--- config.mk ---
export PLATFORM = sky130hd
export DESIGN_NAME = lsm
export DESIGN_NICKNAME = d
export VERILOG_FILES = /design/src/rtl/lsm.sv
export SDC_FILE = /design/constraint.sdc
export NUM_CORES = 1
export LEC_CHECK = 0
export CORE_ASPECT_RATIO = 2
export CORE_MARGIN = 10
export CORE_UTILIZATION = 35
export DETAILED_ROUTE_END_ITERATION = 7
export GPL_ROUTABILITY_DRIVEN = 1
export PLACE_DENSITY = 0.65
export SLEW_MARGIN = 20
export SYNTH_ARGS = -nofsm -noshare
export SYNTH_HDL_FRONTEND = slang
export SYNTH_SLANG_ARGS = --single-unit
--- constraint.sdc ---
create_clock -name clk_i -period 2.2 [get_ports clk_i]
set_input_delay 0.22 -clock clk_i [delete_from_list [all_inputs] [get_ports clk_i]]
set_output_delay 0.22 -clock clk_i [all_outputs]
set_load 0.01 [all_outputs]
--- src/rtl/lsm.sv ---
// Load-store stage between execute and write-back.
// ALU-only instructions pass straight through with one cycle of latency.
// Memory instructions issue a single-beat pipelined Wishbone access. The
// stage lane-shifts store data and byte selects, and it shifts and extends
// load data.
module lsm (
    input  logic        clk_i,
    input  logic        rst_i,

    input  logic        input_valid_i,
    output logic        input_ready_o,
    input  logic [31:0] result_i,
    input  logic        ls_enable_i,
    input  logic        ls_write_i,
    input  logic [31:0] ls_write_data_i,
    input  logic [3:0]  ls_sel_i,
    input  logic        ls_unsigned_load_i,
    input  logic        reg_write_i,
    input  logic [4:0]  reg_addr_i,

    output logic [31:0] wb_adr_o,
    output logic [31:0] wb_dat_o,
    input  logic [31:0] wb_dat_i,
    output logic        wb_we_o,
    output logic [3:0]  wb_sel_o,
    output logic        wb_stb_o,
    output logic        wb_cyc_o,
    input  logic        wb_ack_i,
    input  logic        wb_stall_i,

    output logic        output_valid_o,
    output logic        reg_write_o,
    output logic [4:0]  reg_addr_o,
    output logic [31:0] reg_data_o,
    output logic        misaligned_o
);

    typedef enum logic [1:0] {
        IDLE,
        REQUEST,
        WAIT_ACK
    } state_t;

    state_t      state;
    logic        ready_q;

    // Fields of the in-flight memory instruction, captured at accept time
    logic [1:0]  lat_off;
    logic [3:0]  lat_sel;
    logic        lat_unsigned;
    logic        lat_write;
    logic        lat_reg_write;
    logic [4:0]  lat_reg_addr;

    logic [1:0]  in_off;
    logic        in_aligned;
    logic        accept;
    logic [31:0] load_shifted;
    logic [31:0] load_ext;

    assign input_ready_o = ready_q;
    assign accept        = input_valid_i & ready_q;
    assign in_off        = result_i[1:0];

    // Decide whether the incoming access size/offset pair is legal
    always_comb begin
        in_aligned = 1'b0;
        case (ls_sel_i)
            4'b0001: in_aligned = 1'b1;
            4'b0011: in_aligned = ~in_off[0];
            4'b1111: in_aligned = (in_off == 2'b00);
            default: in_aligned = 1'b0;
        endcase
    end

    // Move the addressed lanes of read data down to bit 0, then extend
    always_comb begin
        load_shifted = wb_dat_i >> {lat_off, 3'b000};
        case (lat_sel)
            4'b0001: load_ext = {{24{~lat_unsigned & load_shifted[7]}},  load_shifted[7:0]};
            4'b0011: load_ext = {{16{~lat_unsigned & load_shifted[15]}}, load_shifted[15:0]};
            default: load_ext = load_shifted;
        endcase
    end

    // Control FSM. It also drives every registered output.
    always_ff @(posedge clk_i or negedge rst_i) begin
        if (!rst_i) begin
            state          <= IDLE;
            ready_q        <= 1'b0;
            lat_off        <= '0;
            lat_sel        <= '0;
            lat_unsigned   <= 1'b0;
            lat_write      <= 1'b0;
            lat_reg_write  <= 1'b0;
            lat_reg_addr   <= '0;
            wb_adr_o       <= '0;
            wb_dat_o       <= '0;
            wb_we_o        <= 1'b0;
            wb_sel_o       <= '0;
            wb_stb_o       <= 1'b0;
            wb_cyc_o       <= 1'b0;
            output_valid_o <= 1'b0;
            reg_write_o    <= 1'b0;
            reg_addr_o     <= '0;
            reg_data_o     <= '0;
            misaligned_o   <= 1'b0;
        end else begin
            // The completion pulses last one cycle unless a branch below re-asserts them
            output_valid_o <= 1'b0;
            misaligned_o   <= 1'b0;

            case (state)
                IDLE: begin
                    ready_q <= 1'b1;
                    if (accept) begin
                        if (!ls_enable_i) begin
                            output_valid_o <= 1'b1;
                            reg_write_o    <= reg_write_i;
                            reg_addr_o     <= reg_addr_i;
                            reg_data_o     <= result_i;
                        end else if (!in_aligned) begin
                            // Drop the access. Retire it with no register write.
                            output_valid_o <= 1'b1;
                            misaligned_o   <= 1'b1;
                            reg_write_o    <= 1'b0;
                            reg_addr_o     <= reg_addr_i;
                            reg_data_o     <= '0;
                        end else begin
                            lat_off       <= in_off;
                            lat_sel       <= ls_sel_i;
                            lat_unsigned  <= ls_unsigned_load_i;
                            lat_write     <= ls_write_i;
                            lat_reg_write <= reg_write_i;
                            lat_reg_addr  <= reg_addr_i;
                            wb_adr_o      <= {result_i[31:2], 2'b00};
                            wb_sel_o      <= ls_sel_i << in_off;
                            wb_dat_o      <= ls_write_data_i << {in_off, 3'b000};
                            wb_we_o       <= ls_write_i;
                            wb_stb_o      <= 1'b1;
                            wb_cyc_o      <= 1'b1;
                            ready_q       <= 1'b0;
                            state         <= REQUEST;
                        end
                    end
                end

                REQUEST: begin
                    // Hold the request until the slave takes it. An ack here is ignored.
                    if (!wb_stall_i) begin
                        wb_stb_o <= 1'b0;
                        state    <= WAIT_ACK;
                    end
                end

                WAIT_ACK: begin
                    if (wb_ack_i) begin
                        wb_cyc_o       <= 1'b0;
                        wb_we_o        <= 1'b0;
                        wb_sel_o       <= '0;
                        output_valid_o <= 1'b1;
                        reg_addr_o     <= lat_reg_addr;
                        reg_write_o    <= lat_write ? 1'b0 : lat_reg_write;
                        reg_data_o     <= lat_write ? '0 : load_ext;
                        ready_q        <= 1'b1;
                        state          <= IDLE;
                    end
                end

                default: begin
                    state   <= IDLE;
                    ready_q <= 1'b0;
                end
            endcase
        end
    end

endmodule

---- After elaboration in Yosys (flattened, before gate mapping) ----
Cells that the tools add are included.
word-level totals
  register bits after elaboration ......... 126
  bits in latches ......................... 0
  RAM bits ................................ 0
  memory bits (read-only) ................. 0
  output and inout bits ................... 112
  memories ................................ 0
operators by class
  add/subtract/negate cells ............... 0
  multiply operators ...................... 0
  div/mod/pow operators ................... 0
  magnitude comparators ................... 0
  equal/unequal tests ..................... 13
  shift-type cells ........................ 3
  multiplexer cells ....................... 52
  bitwise gates (word level) .............. 6
  reduce and logical (&&, ||, !) cells .... 10
operators with widths
  kind                number
  $mux 32             5
  $pmux 32 s2         2
  $shl 32x5->32       1
  $shr 32x5->32       1
  $mux 1              22
  $mux 5              4
  $mux 4              4
  $reduce_and 5->1    3
  $mux 2              5
  $ne 2x2->1 const B  5
  $pmux 1 s2          5
  $pmux 5 s2          1
  $eq 4x1->1 const B  2
  $eq 4x2->1 const B  2
  $pmux 4 s2          1
  $reduce_and 4->1    2
  $pmux 1 s3          2
  $pmux 2 s3          1
  $eq 4x4->1 const B  1
  $logic_not 2->1     2
  $reduce_bool 2->1   2
  $shl 4x2->4         1
  $and 1x1->1         3
  $ne 3x3->1 const B  1
  other kinds (4)     6

---- Logic depth before layout (Yosys ltp) ----
Gate-level depths: netlist (run 1).
  depth in word-level cells ............... 6
  depth in mapped cells ................... 8

---- Least setup slack after synthesis (run 1) ----
Ideal clock, no wire load.
  kind .................................... reg2reg
  start point ............................. reg lat_off[1]
  end point ............................... reg reg_data_o[14]
  arrival ................................. 1,743 ps
  required time ........................... 2,075 ps
  slack ................................... 332 ps
  stages on the path, launching flop included .. 6
  buffers on the path ..................... 1
  period minus slack after synthesis ...... 1,868 ps
  path through ............................ dfrtp_1 -> buf_2 -> mux4_2 -> a21o_1 -> a32o_1 -> mux2_2
on the way
  longest elaborated chain between the ends .. 6
ends and longest elaborated chain
  item                      RTL line  text
  start: declaration        48        logic [1:0] lat_off;
  start signal: assignment  130       lat_off <= in_off;
  $shr 32x5->32 (*)         78        load_shifted = wb_dat_i >> {lat_off, 3'b000};
  $and 1x1->1               80        4'b0001: load_ext = {{24{~lat_unsigned & load_shifted[7]}}, load_shifted[7:0]};
  $pmux 32 s2 (*)           79        case (lat_sel)
  $mux 32 (*)               164       reg_data_o <= lat_write ? '0 : load_ext;
  $mux 32 (*)               157       if (wb_ack_i) begin
  $pmux 32 s2 (*)           113       case (state)
  end signal: assignment    121       reg_data_o <= result_i;
  end signal: assignment    164
  end: declaration          34        output logic [31:0] reg_data_o,
Every way passes the cells marked *; elsewhere a longest branch is shown, timed or not. The select of a mux whose other input is x is not followed.
A chain may end at the register's enable or synchronous reset.

---- Worst setup path after layout (run 1) ----
  start point ............................. reg lat_off[0]
  end point ............................... reg reg_data_o[28]
on the way
  longest elaborated chain between the ends .. 6
  elaborated cells between the ends (all ways) .. 7
  those cells by class .................... shift: 1; mux: 4; bitwise: 2
ends and longest elaborated chain
  item                            RTL line
  $shr 32x5->32 (*)               78
  $and 1x1->1 (on tied branches)  81, 80
  $pmux 32 s2 (*)                 79
  $mux 32 (*)                     164
  $mux 32 (*)                     157
  $pmux 32 s2 (*)                 113
Marks and branches as above.

==> impl_metrics.csv, run 1 <==
group,metric,value,unit
power,powerDensity,884,mW/mm²
power,net-switching-power,2.42,mW
setup_path,crit_path_max_fanout,16,
setup_path,crit_required,2.50,ns
route,ant_nets,0,
clock_network,cts_buffers,17,
power,ir_drop,0.480,mV
timing,setup_viol,0,
setup_path,critPathKind,"register to register",
floorplanning,core-area,0.0177,mm²
timing,rsz0062_at_grt,"no",
floorplanning,fp.dieW,115,µm
power,p_int,6.01,mW
logic_synthesis,ys_warn_count,0,
logic_synthesis,avgSynthCellArea,9.85,µm²
run,drv_cap,0,
logic_synthesis,synthMuxAreaShare,15.7,%
placed_design,gp_congestion,0.860,
global_routing,overflow,0,
finish,fin_cells,1094,
logic_synthesis,netlist_area,0.00627,mm²
setup_path,worstRegToRegCells,6,
route,routed_wl,23800,µm
power,seqPwrFrac,36.0,%
setup_path,critPathCaptureType,"register",
outcome,status,"completed",
logic_synthesis,synth_cells,637,
route,vias_per_cell,5.11,
logic_synthesis,synthXorXnorAreaFrac,0,%
clock_network,cts_max_path_buffers,2,
logic_synthesis,ys_ff_latch,126,
logic_synthesis,synth_fa_ha_area_share,0,%
setup_path,reg2reg_to,"reg_data_o[28]",
power,p_sw_share,28.7,%
setup_path,critPathLaunchType,"register",
timing,max_freq,488,MHz
global_routing,grt_pass1_vias,6040,
placed_design,dp.cells,1060,
logic_synthesis,synthSimpleGateAreaFrac,18.0,%
logic_synthesis,synth_compound_area_share,12.0,%
route,drt_iter0_drc,196,
floorplanning,die_h,209,µm
finish,drive_above_1_share,14.3,%
global_routing,grt_max_degree,52,
clock_network,clock_sinks,126,
timing,timing.final.crit_share,93.1,%
global_routing,antenna_found_initial,1,
setup_path,reg2reg_slack,0.15,ns
placed_design,place_hpwl,18600,µm
power,power_frac_comb,29.3,%
logic_synthesis,synth-edff-count,0,
finish,fin_util,53.9,%
clock_network,clk_latency,0.42,ns
clock_network,cts_root_buf,"clkbuf_16",
clock_network,cts_tree,"done",
finish,fillerInstances,1615,
power,totalPowerFinal,8.44,mW
route,wl_per_cell,21.8,µm
floorplanning,dieArea,0.0240,mm²
timing,worstMarginPinSlew,0.597,ns
route,dr.pass1.iters,4,
route,via_count,5594,
power,p_clk_share,34.7,%
floorplanning,rows,69,
timing,relSlewSlack,60.0,%
logic_synthesis,synth-main-ff-cell,"dfrtp_1",
logic_synthesis,synth.distinct_cells,41,
route,post-route-drc-count,0,
finish,syn2layout_area_growth,52.1,%
setup_path,reg2reg_from,"lat_off[0]",
logic_synthesis,synth_top_family_by_area,"simple AND/OR/NAND/NOR gates",
worst_hold_path,hp-class,"input pin to register",
timing,final_hold_viol_count,0,
timing,timing.setup.tns,0,ns
clock_network,cts_max_level,4,
setup_path,arrival,2.35,ns
timing,slew_violations,0,
floorplanning,start_util,35.4,%
power,leakage,4.35,nW
placed_design,portBuffers,223,
global_routing,grt_usage,19.7,%
logic_synthesis,postSynth.asyncResetShare,100,%
finish,nNetsFinal,982,
timing,fin_worst_skew,0.00652,ns
global_routing,grt_pass1_wl,36100,µm
timing,post-route-min-period,2.05,ns
floorplanning,io_pins,226,
logic_synthesis,ys_seq_area_share,50.3,%
setup_path,startpoint,"lat_off[0]",
setup_path,worstSetupEndpoint,"reg_data_o[28]",
clock_network,clk_pin_slew_worst_paths,0.06,ns
## stage by stage
step | cell area [µm²] | hold WS (ns) | setup WS [ns]
6_report | 9540 | 0.143 | 0.153
3_3_place_gp | 8890 | 0.206 | -0.00991
3_5_place_dp | 8890 | 0.210 | -0.0473
4_1_cts | 9510 | 0.124 | 0.0145
5_1_grt | 9540 | 0.149 | 0.0522
2_1_floorplan | 6280 | -0.0756 | 0.332
## registers in the layout (all words and copies together), names as in the netlist
register        flops
input_ready_o       1
lat_off             2
lat_reg_addr        5
lat_reg_write       1
lat_sel             4
lat_unsigned        1
lat_write           1
misaligned_o        1
output_valid_o      1
reg_addr_o          5
reg_data_o         32
reg_write_o         1
state               2
wb_adr_o           30
wb_cyc_o            1
wb_dat_o           32
wb_sel_o            4
wb_stb_o            1
wb_we_o             1
## routing by layer
layer | track usage [%] | wire (µm) | vias up
met1 | 18.8 | 7880 | 2685
met5 | 0 | 0 | -
li1 | - | - | 2656
met2 | 36.0 | 13100 | 206
met3 | 5.28 | 1610 | 47
met4 | 11.5 | 1230 | 0
## area by class of cell
cell class              instances  area (µm²)  share of cell area [%]
multi-input cells             462        2880                    30.2
diodes                          1        2.50                  0.0262
clock buffers                  25         505                    5.30
well taps                     213         267                    2.79
repair buffers                258        2610                    27.4
flip-flops and latches        126        3150                    33.0
clock inverters                 6         105                    1.10
inverters                       3        11.3                   0.118
## Yosys cell counts (2+ instances only)
library cell	n	area, µm²
dfrtp_1	126	3150
mux2i_1	34	340
a21oi_1	23	115
clkbuf_1	18	67.6
o31ai_1	9	67.6
buf_4	6	45.0
o211ai_1	3	22.5
inv_1	3	11.3
nand3b_1	3	22.5
nand3_1	15	75.1
nand2_1	207	777
mux2_4	9	135
nor2_1	13	48.8
nor2b_1	11	68.8
a32o_1	2	20.0
nand2b_1	4	25.0
mux2_2	43	484
buf_6	3	33.8
buf_2	19	95.1
a211oi_1	10	75.1
a221o_1	16	160
a22o_1	10	87.6
o21ai_0	32	160
## cell families (layout without fill, tap and decap cells)
| family | Yosys count | count (layout) |
|---|---|---|
| AND/OR/NAND/NOR | 263 | 263 |
| flip-flops | 126 | 126 |
| AO/OA/AOI/OAI | 110 | 110 |
| multiplexers | 87 | 87 |
| buffers and inverters | 50 | 292 |
| other | 1 | 3 |
## worst min-delay path by stage
stage	to	cells past startpoint	slack, ns	startpoint
6_report	wb_sel_o[0]	4	0.14	result_i[1]
5_1_grt	wb_sel_o[0]	4	0.15	result_i[1]
4_1_cts	wb_sel_o[0]	4	0.12	result_i[1]
3_5_place_dp	wb_adr_o[9]	1	0.21	rst_i
3_3_place_gp	wb_adr_o[9]	1	0.21	rst_i
2_1_floorplan	input_ready_o	0	-0.08	rst_i
## critical path: stages, from the launching register on
cell,delay [ns]
dfrtp_1,0.55
mux2_2,0.40
o2bb2ai_1,0.24
nor4_4,0.07
buf_12,0.15
a221o_1,0.27
mux2_2,0.26
## power groups by stage
| stage | Clock [mW] | Combinational (mW) | Sequential, mW |
|---|---|---|---|
| floorplan | 0 | 0.888 | 3.20 |
| CTS | 2.98 | 2.52 | 3.04 |
| global placement | 0 | 2.48 | 3.06 |
| global route | 3.08 | 2.66 | 3.09 |
| detailed placement | 0 | 2.50 | 3.07 |
| finish | 2.93 | 2.47 | 3.03 |
## what timing repair did
| action | CTS | global route |
|---|---|---|
| setup buffers | 0 | 1 |
| endpoints found under the setup margin | 8 | 32 |
| gates resized for setup | 1 | 1 |
| hold endpoints to repair | 48 | 0 |
| hold buffers | 1 | 0 |
| pin swaps | 1 | 1 |
## cell usage in the layout (no fill, tap or decap), drive strengths merged, types with 2 or more instances in the layout
cell,count
a211oi,10
a21oi,23
a221o,16
a22o,10
a32o,2
buf,37
bufinv,3
clkbuf,25
clkdlybuf4s50,220
clkinv,3
conb,2
dfrtp,126
inv,3
mux2,52
mux2i,34
nand2,207
nand2b,4
nand3,15
nand3b,3
nor2,14
nor2b,11
nor3b,2
nor4,2
o211ai,3
o21ai,32
o31ai,9
No activity file was read; power rests on OpenSTA's default activity.
==> run 2, diff against run 1 <==
--- a/config.mk
+++ b/config.mk
@@ -5,12 +5,15 @@
 export SDC_FILE = /design/constraint.sdc
 export NUM_CORES = 1
 export LEC_CHECK = 0
+export CELL_PAD_IN_SITES_DETAIL_PLACEMENT = 1
+export CELL_PAD_IN_SITES_GLOBAL_PLACEMENT = 1
 export CORE_ASPECT_RATIO = 2
 export CORE_MARGIN = 10
-export CORE_UTILIZATION = 35
+export CORE_UTILIZATION = 34
 export DETAILED_ROUTE_END_ITERATION = 7
 export GPL_ROUTABILITY_DRIVEN = 1
-export PLACE_DENSITY = 0.65
+export PLACE_DENSITY_LB_ADDON = 0.1
+export RECOVER_POWER = 100
 export SLEW_MARGIN = 20
 export SYNTH_ARGS = -nofsm -noshare
 export SYNTH_HDL_FRONTEND = slang
==> run 2 against run 1 <==
  * The flow now finishes with violations (max-capacitance violations, max-slew violations)
  * Sequential power is essentially flat
  * Clock skew grew 0.0017 ns
  * Die area increased by 2.5%
==> impl_metrics.csv, run 2 (synthesis gave the netlist of run 1 again) <==
group,metric,value,unit
clock_network,cts_tree,"done",
setup_path,crit_required,2.49,ns
worst_hold_path,hp-start,"result_i[1]",
power,leakage,4.46,nW
timing,slew_violations,58,
clock_network,cts_root_buf,"clkbuf_16",
timing,hold_slack,0.167,ns
clock_network,cts_max_path_buffers,2,
route,wl_per_cell,23.3,µm
clock_network,clk_latency,0.42,ns
global_routing,grt_usage,21.0,%
route,dr.pass1.iters,4,
global_routing,grt_max_degree,68,
floorplanning,dieArea,0.0246,mm²
floorplanning,fp.dieW,116,µm
timing,timing.final.crit_share,93.5,%
setup_path,arrival,2.35,ns
clock_network,cts_max_level,4,
global_routing,antenna_found_initial,0,
global_routing,grt_pass1_wl,38700,µm
timing,post-route-min-period,2.06,ns
power,powerDensity,856,mW/mm²
worst_hold_path,hp-class,"input pin to register",
setup_path,critPathCaptureType,"register",
floorplanning,die_h,212,µm
route,m1WireLength,8470,µm
placed_design,portBuffers,223,
timing,worstMarginPinSlew,1.55,ns
route,vias_per_cell,5.21,
power,ir_drop,0.504,mV
outcome,violations,"max-capacitance violations, max-slew violations",
floorplanning,core-area,0.0182,mm²
setup_path,critPathLaunchType,"register",
clock_network,clk_pin_slew_worst_paths,0.06,ns
timing,final_hold_viol_count,0,
floorplanning,start_util,34.4,%
placed_design,gp_congestion,0.834,
finish,fin_area,0.00935,mm²
clock_network,cts_buffers,17,
setup_path,reg2reg_slack,0.14,ns
placed_design,placed_area,0.00882,mm²
timing,max_freq,486,MHz
route,highest_layer,"met4",
route,met3_length,1680,µm
clock_network,clock_sinks,126,
worst_hold_path,min_to,"wb_sel_o[0]",
timing,setup_viol,0,
finish,nNetsFinal,981,
route,post-route-drc-count,0,
route,via_count,5695,
global_routing,grt_pass1_vias,6511,
finish,fin_util,51.3,%
floorplanning,rows,70,
timing,relSlewSlack,-3.61,%
finish,layout_common_cells,"207 x nand2_1, 126 x dfrtp_1, 111 x dlygate4sd3_1",
timing,fin_worst_skew,0.00823,ns
finish,drive_above_1_share,13.2,%
finish,reg.largest.list,"reg_data_o (32), wb_dat_o (32), wb_adr_o (30)",
run,drv_cap,1,
finish,fillerInstances,2067,
setup_path,worstRegToRegCells,6,
route,routed_wl,25500,µm
floorplanning,io_pins,226,
route,ant_nets,0,
finish,fin_cells,1093,
outcome,status,"complete, but fails checks",
finish,antenna_cells,0,
placed_design,dp.cells,1062,
setup_path,reg2reg_from,"state[1]",
route,wl_met2,13900,µm
route,drt_iter0_drc,197,
setup_path,critPathKind,"register to register",
setup_path,crit_path_max_fanout,39,
finish,layout_commonest_cell,"nand2_1",
setup_path,reg2reg_to,"reg_data_o[7]",
global_routing,overflow,0,
finish,syn2layout_area_growth,49.0,%
timing,rsz0062_at_grt,"no",
worst_hold_path,worstHoldPathCells,4,
placed_design,place_hpwl,20100,µm
==> run 2: timing repair <==
item	CTS	global route
endpoints found under the hold margin	55	0
buffers inserted	1	0
setup endpoints to repair	16	10
hold buffers	1	0
gates cloned	0	0
resized for setup	2	2
pin swaps	1	0
==> run 2: worst max path at each step <==
stage,start,to,slack (ns)
final,state[1],reg_data_o[7],0.14
after global routing,rst_i,reg_data_o[13],0.009
after CTS,state[1],reg_data_o[8],0.07
after detailed placement,wb_dat_i[23],reg_data_o[25],-0.1
after global placement,state[0],reg_data_o[30],0.07
after floorplan,lat_off[1],reg_data_o[14],0.33
==> run 2: layer usage <==
metal	up-vias	GRT usage, %
met5	-	0
met4	0	13.2
met3	57	6.46
met2	206	38.6
met1	2778	19.2
li1	2654	-
==> run 2: power breakdown <==
group	switching, mW	internal (mW)
logic	1.18	1.17
registers	0.255	2.76
clock network	1.03	1.61
total	2.46	5.54
==> run 2: worst max-delay path: stages, from the launching register on <==
cell      delay, ns
dfrtp_1        0.41
nand2b_1       0.19
nor3b_1        0.35
buf_4          0.20
a22o_2         0.15
buf_12         0.23
mux2_1         0.38
==> run 2: layout make-up <==
type | instances | area [µm²] | share of cell area (%)
repair buffers | 257 | 2510 | 26.9
clock buffers | 22 | 474 | 5.07
flip-flops and latches | 126 | 3150 | 33.7
inverters | 3 | 11.3 | 0.120
multi-input cells | 462 | 2860 | 30.6
clock inverters | 7 | 65.1 | 0.696
well taps | 216 | 270 | 2.89
==> run 2: stage by stage <==
step | setup slack (ns) | total power, mW | setup TNS, ns
3_3_place_gp | 0.0682 | 5.53 | 0
4_1_cts | 0.0702 | 8.32 | 0
6_report | 0.144 | 8.00 | 0
3_5_place_dp | -0.0959 | 5.62 | -0.919
5_1_grt | 0.00930 | 8.42 | 0
2_1_floorplan | 0.332 | 4.09 | 0
==> run 3, diff against run 2 <==
--- a/config.mk
+++ b/config.mk
@@ -12,6 +12,7 @@
 export CORE_UTILIZATION = 34
 export DETAILED_ROUTE_END_ITERATION = 7
 export GPL_ROUTABILITY_DRIVEN = 1
+export GPL_TIMING_DRIVEN = 0
 export PLACE_DENSITY_LB_ADDON = 0.1
 export RECOVER_POWER = 100
 export SLEW_MARGIN = 20
==> run 3 against run 2 <==
  * Critical path type unchanged
  * Hold slack got worse by 0.022 ns
  * Setup slack got worse by 0.065 ns
  * Power increased by 6.8%
  * Flip-flop and latch count unchanged
  * The flow now finishes without violations
  * Clock skew rose by 0.0018 ns
  * Global-route usage up 0.67 points
  * Design area up 1.6%
  * Largest power group is now the clock network
  * Sequential share of layout area decreased by 0.54 points
  * Register-to-register slack got worse by 0.06 ns
  * Non-clock buffer count rose by 14
==> impl_metrics.csv, run 3 (synthesis gave the netlist of run 1 again) <==
group,metric,value,unit
setup_path,critPathKind,"register to register",
placed_design,dp_worst_setup_slack,-0.545,ns
clock_network,clk_pin_slew_worst_paths,0.06,ns
setup_path,crit_required,2.50,ns
floorplanning,dieArea,0.0246,mm²
placed_design,placed_area,0.00880,mm²
finish,antenna_cells,0,
global_routing,grt_pass1_vias,6858,
floorplanning,core-area,0.0182,mm²
floorplanning,io_pins,226,
route,via_count,5829,
timing,fin_ws,0.0791,ns
finish,layout_commonest_cell,"nand2_1",
outcome,status,"completed",
clock_network,clock_sinks,126,
finish,fin_area,0.00950,mm²
setup_path,crit_path_max_fanout,10,
clock_network,clk_latency,0.42,ns
timing,slew_violations,0,
setup_path,crit_path_max_incr_delay,0.40,ns
clock_network,cts_root_buf,"clkbuf_16",
clock_network,cts_buffers,17,
power,totalPowerFinal,8.55,mW
finish,fin_cells,1108,
clock_network,cts_max_level,4,
setup_path,critPathCaptureType,"register",
worst_hold_path,hp-class,"input pin to register",
global_routing,overflow,0,
setup_path,arrival,2.42,ns
route,wl_per_cell,23.8,µm
floorplanning,fp.dieW,116,µm
timing,post-route-min-period,2.12,ns
route,dr.pass1.iters,4,
timing,setup_viol,0,
timing,worstMarginPinSlew,1.22,ns
run,drv_cap,0,
timing,final_hold_viol_count,0,
clock_network,cts_max_path_buffers,2,
placed_design,gp_congestion,0.943,
floorplanning,die_h,212,µm
finish,reg.largest.list,"reg_data_o (32), wb_dat_o (32), wb_adr_o (30)",
setup_path,slowest_stage,"dfrtp_1",
finish,drive_above_1_share,14.2,%
route,drt_iter0_drc,182,
placed_design,place_hpwl,21100,µm
timing,relSlewSlack,18.8,%
timing,fin_worst_skew,0.0101,ns
placed_design,dp.cells,1077,
timing,rsz0062_at_grt,"yes",
global_routing,grt_usage,21.7,%
setup_path,cp_cell_sequence,"buf_4 > buf_4 > buf_6 > mux2i_1 > o21ai_0 > a21oi_1 > o21ai_0 > mux2_4",
timing,timing.final.crit_share,96.4,%
finish,fillerInstances,2031,
global_routing,grt_pass1_wl,39900,µm
route,vias_per_cell,5.26,
route,post-route-drc-count,0,
setup_path,critPathLaunchType,"register",
finish,nNetsFinal,995,
floorplanning,start_util,34.4,%
power,ir_drop,0.518,mV
global_routing,antenna_found_initial,0,
timing,hold_slack,0.145,ns
floorplanning,rows,70,
route,routed_wl,26400,µm
placed_design,portBuffers,222,
route,ant_nets,0,
power,powerDensity,900,mW/mm²
global_routing,grt_max_degree,83,
timing,max_freq,471,MHz
finish,syn2layout_area_growth,51.4,%
clock_network,cts_tree,"done",
finish,layout_common_cells,"206 x nand2_1, 126 x dfrtp_1, 111 x dlygate4sd3_1, 111 x clkdlybuf4s50_1, 43 x mux2_2",
power,leakage,4.54,nW
-- run 3: critical path: cells and delay by family (launching register included) --
family,cells,cell delay [ns]
AOI/OAI and AO/OA,3,0.47
buffers and inverters,3,0.65
DFF,1,0.40
muxes,2,0.48
-- run 3: through the flow --
stage / setup TNS (ns) / util (%)
after floorplan: 0 / -
after global placement: -554.91 / 48.1
after detailed placement: -33.27 / 48.3
after CTS: 0 / 52.0
after global routing: -0.00817 / 52.1
final: 0 / 52.1
-- run 3: path summary, 6_finish.rpt --
check	end	cells past startpoint	from	slack [ns]
max	reg_data_o[8]	8	lat_off[0]	0.08
min	wb_sel_o[0]	4	result_i[0]	0.15
max reg2reg	reg_data_o[8]	8	lat_off[0]	0.08
min reg2reg	wb_dat_o[1]	2	wb_dat_o[1]	0.46
max in group asynchronous	wb_dat_o[30]	3	rst_i	0.54
min in group asynchronous	wb_adr_o[26]	2	rst_i	0.60
-- run 3: what timing repair did --
item	in CTS	in global routing
resized for setup	6	13
hold endpoints to repair	44	0
hold buffers	1	0
gates cloned	0	0
pin swaps	0	1
endpoints found under the setup margin	110	72
setup buffers	0	1
-- run 3: final cells by class --
class                           count  area (µm²)  share of cell area (%)
Inverter                            3        11.3                   0.119
Clock buffer                       24         492                    5.18
Timing Repair Buffer              225        2260                    23.8
Tap cell                          216         270                    2.85
Buffer                             46         254                    2.67
Clock inverter                      6         155                    1.63
Sequential cell                   126        3150                    33.2
Multi-Input combinational cell    462        2900                    30.5
-- run 3: metal layers --
layer	routed length (µm)	up-vias	track usage, %
met3	1770	61	6.01
li1	-	2686	-
met2	14500	219	40.6
met5	0	-	0
met1	8620	2863	19.9
met4	1480	0	12.5
-- run 3: power breakdown --
group,internal [mW],switching (mW)
Sequential,2.76,0.251
Combinational,1.18,1.20
Clock,2.12,1.03
Total,6.06,2.49
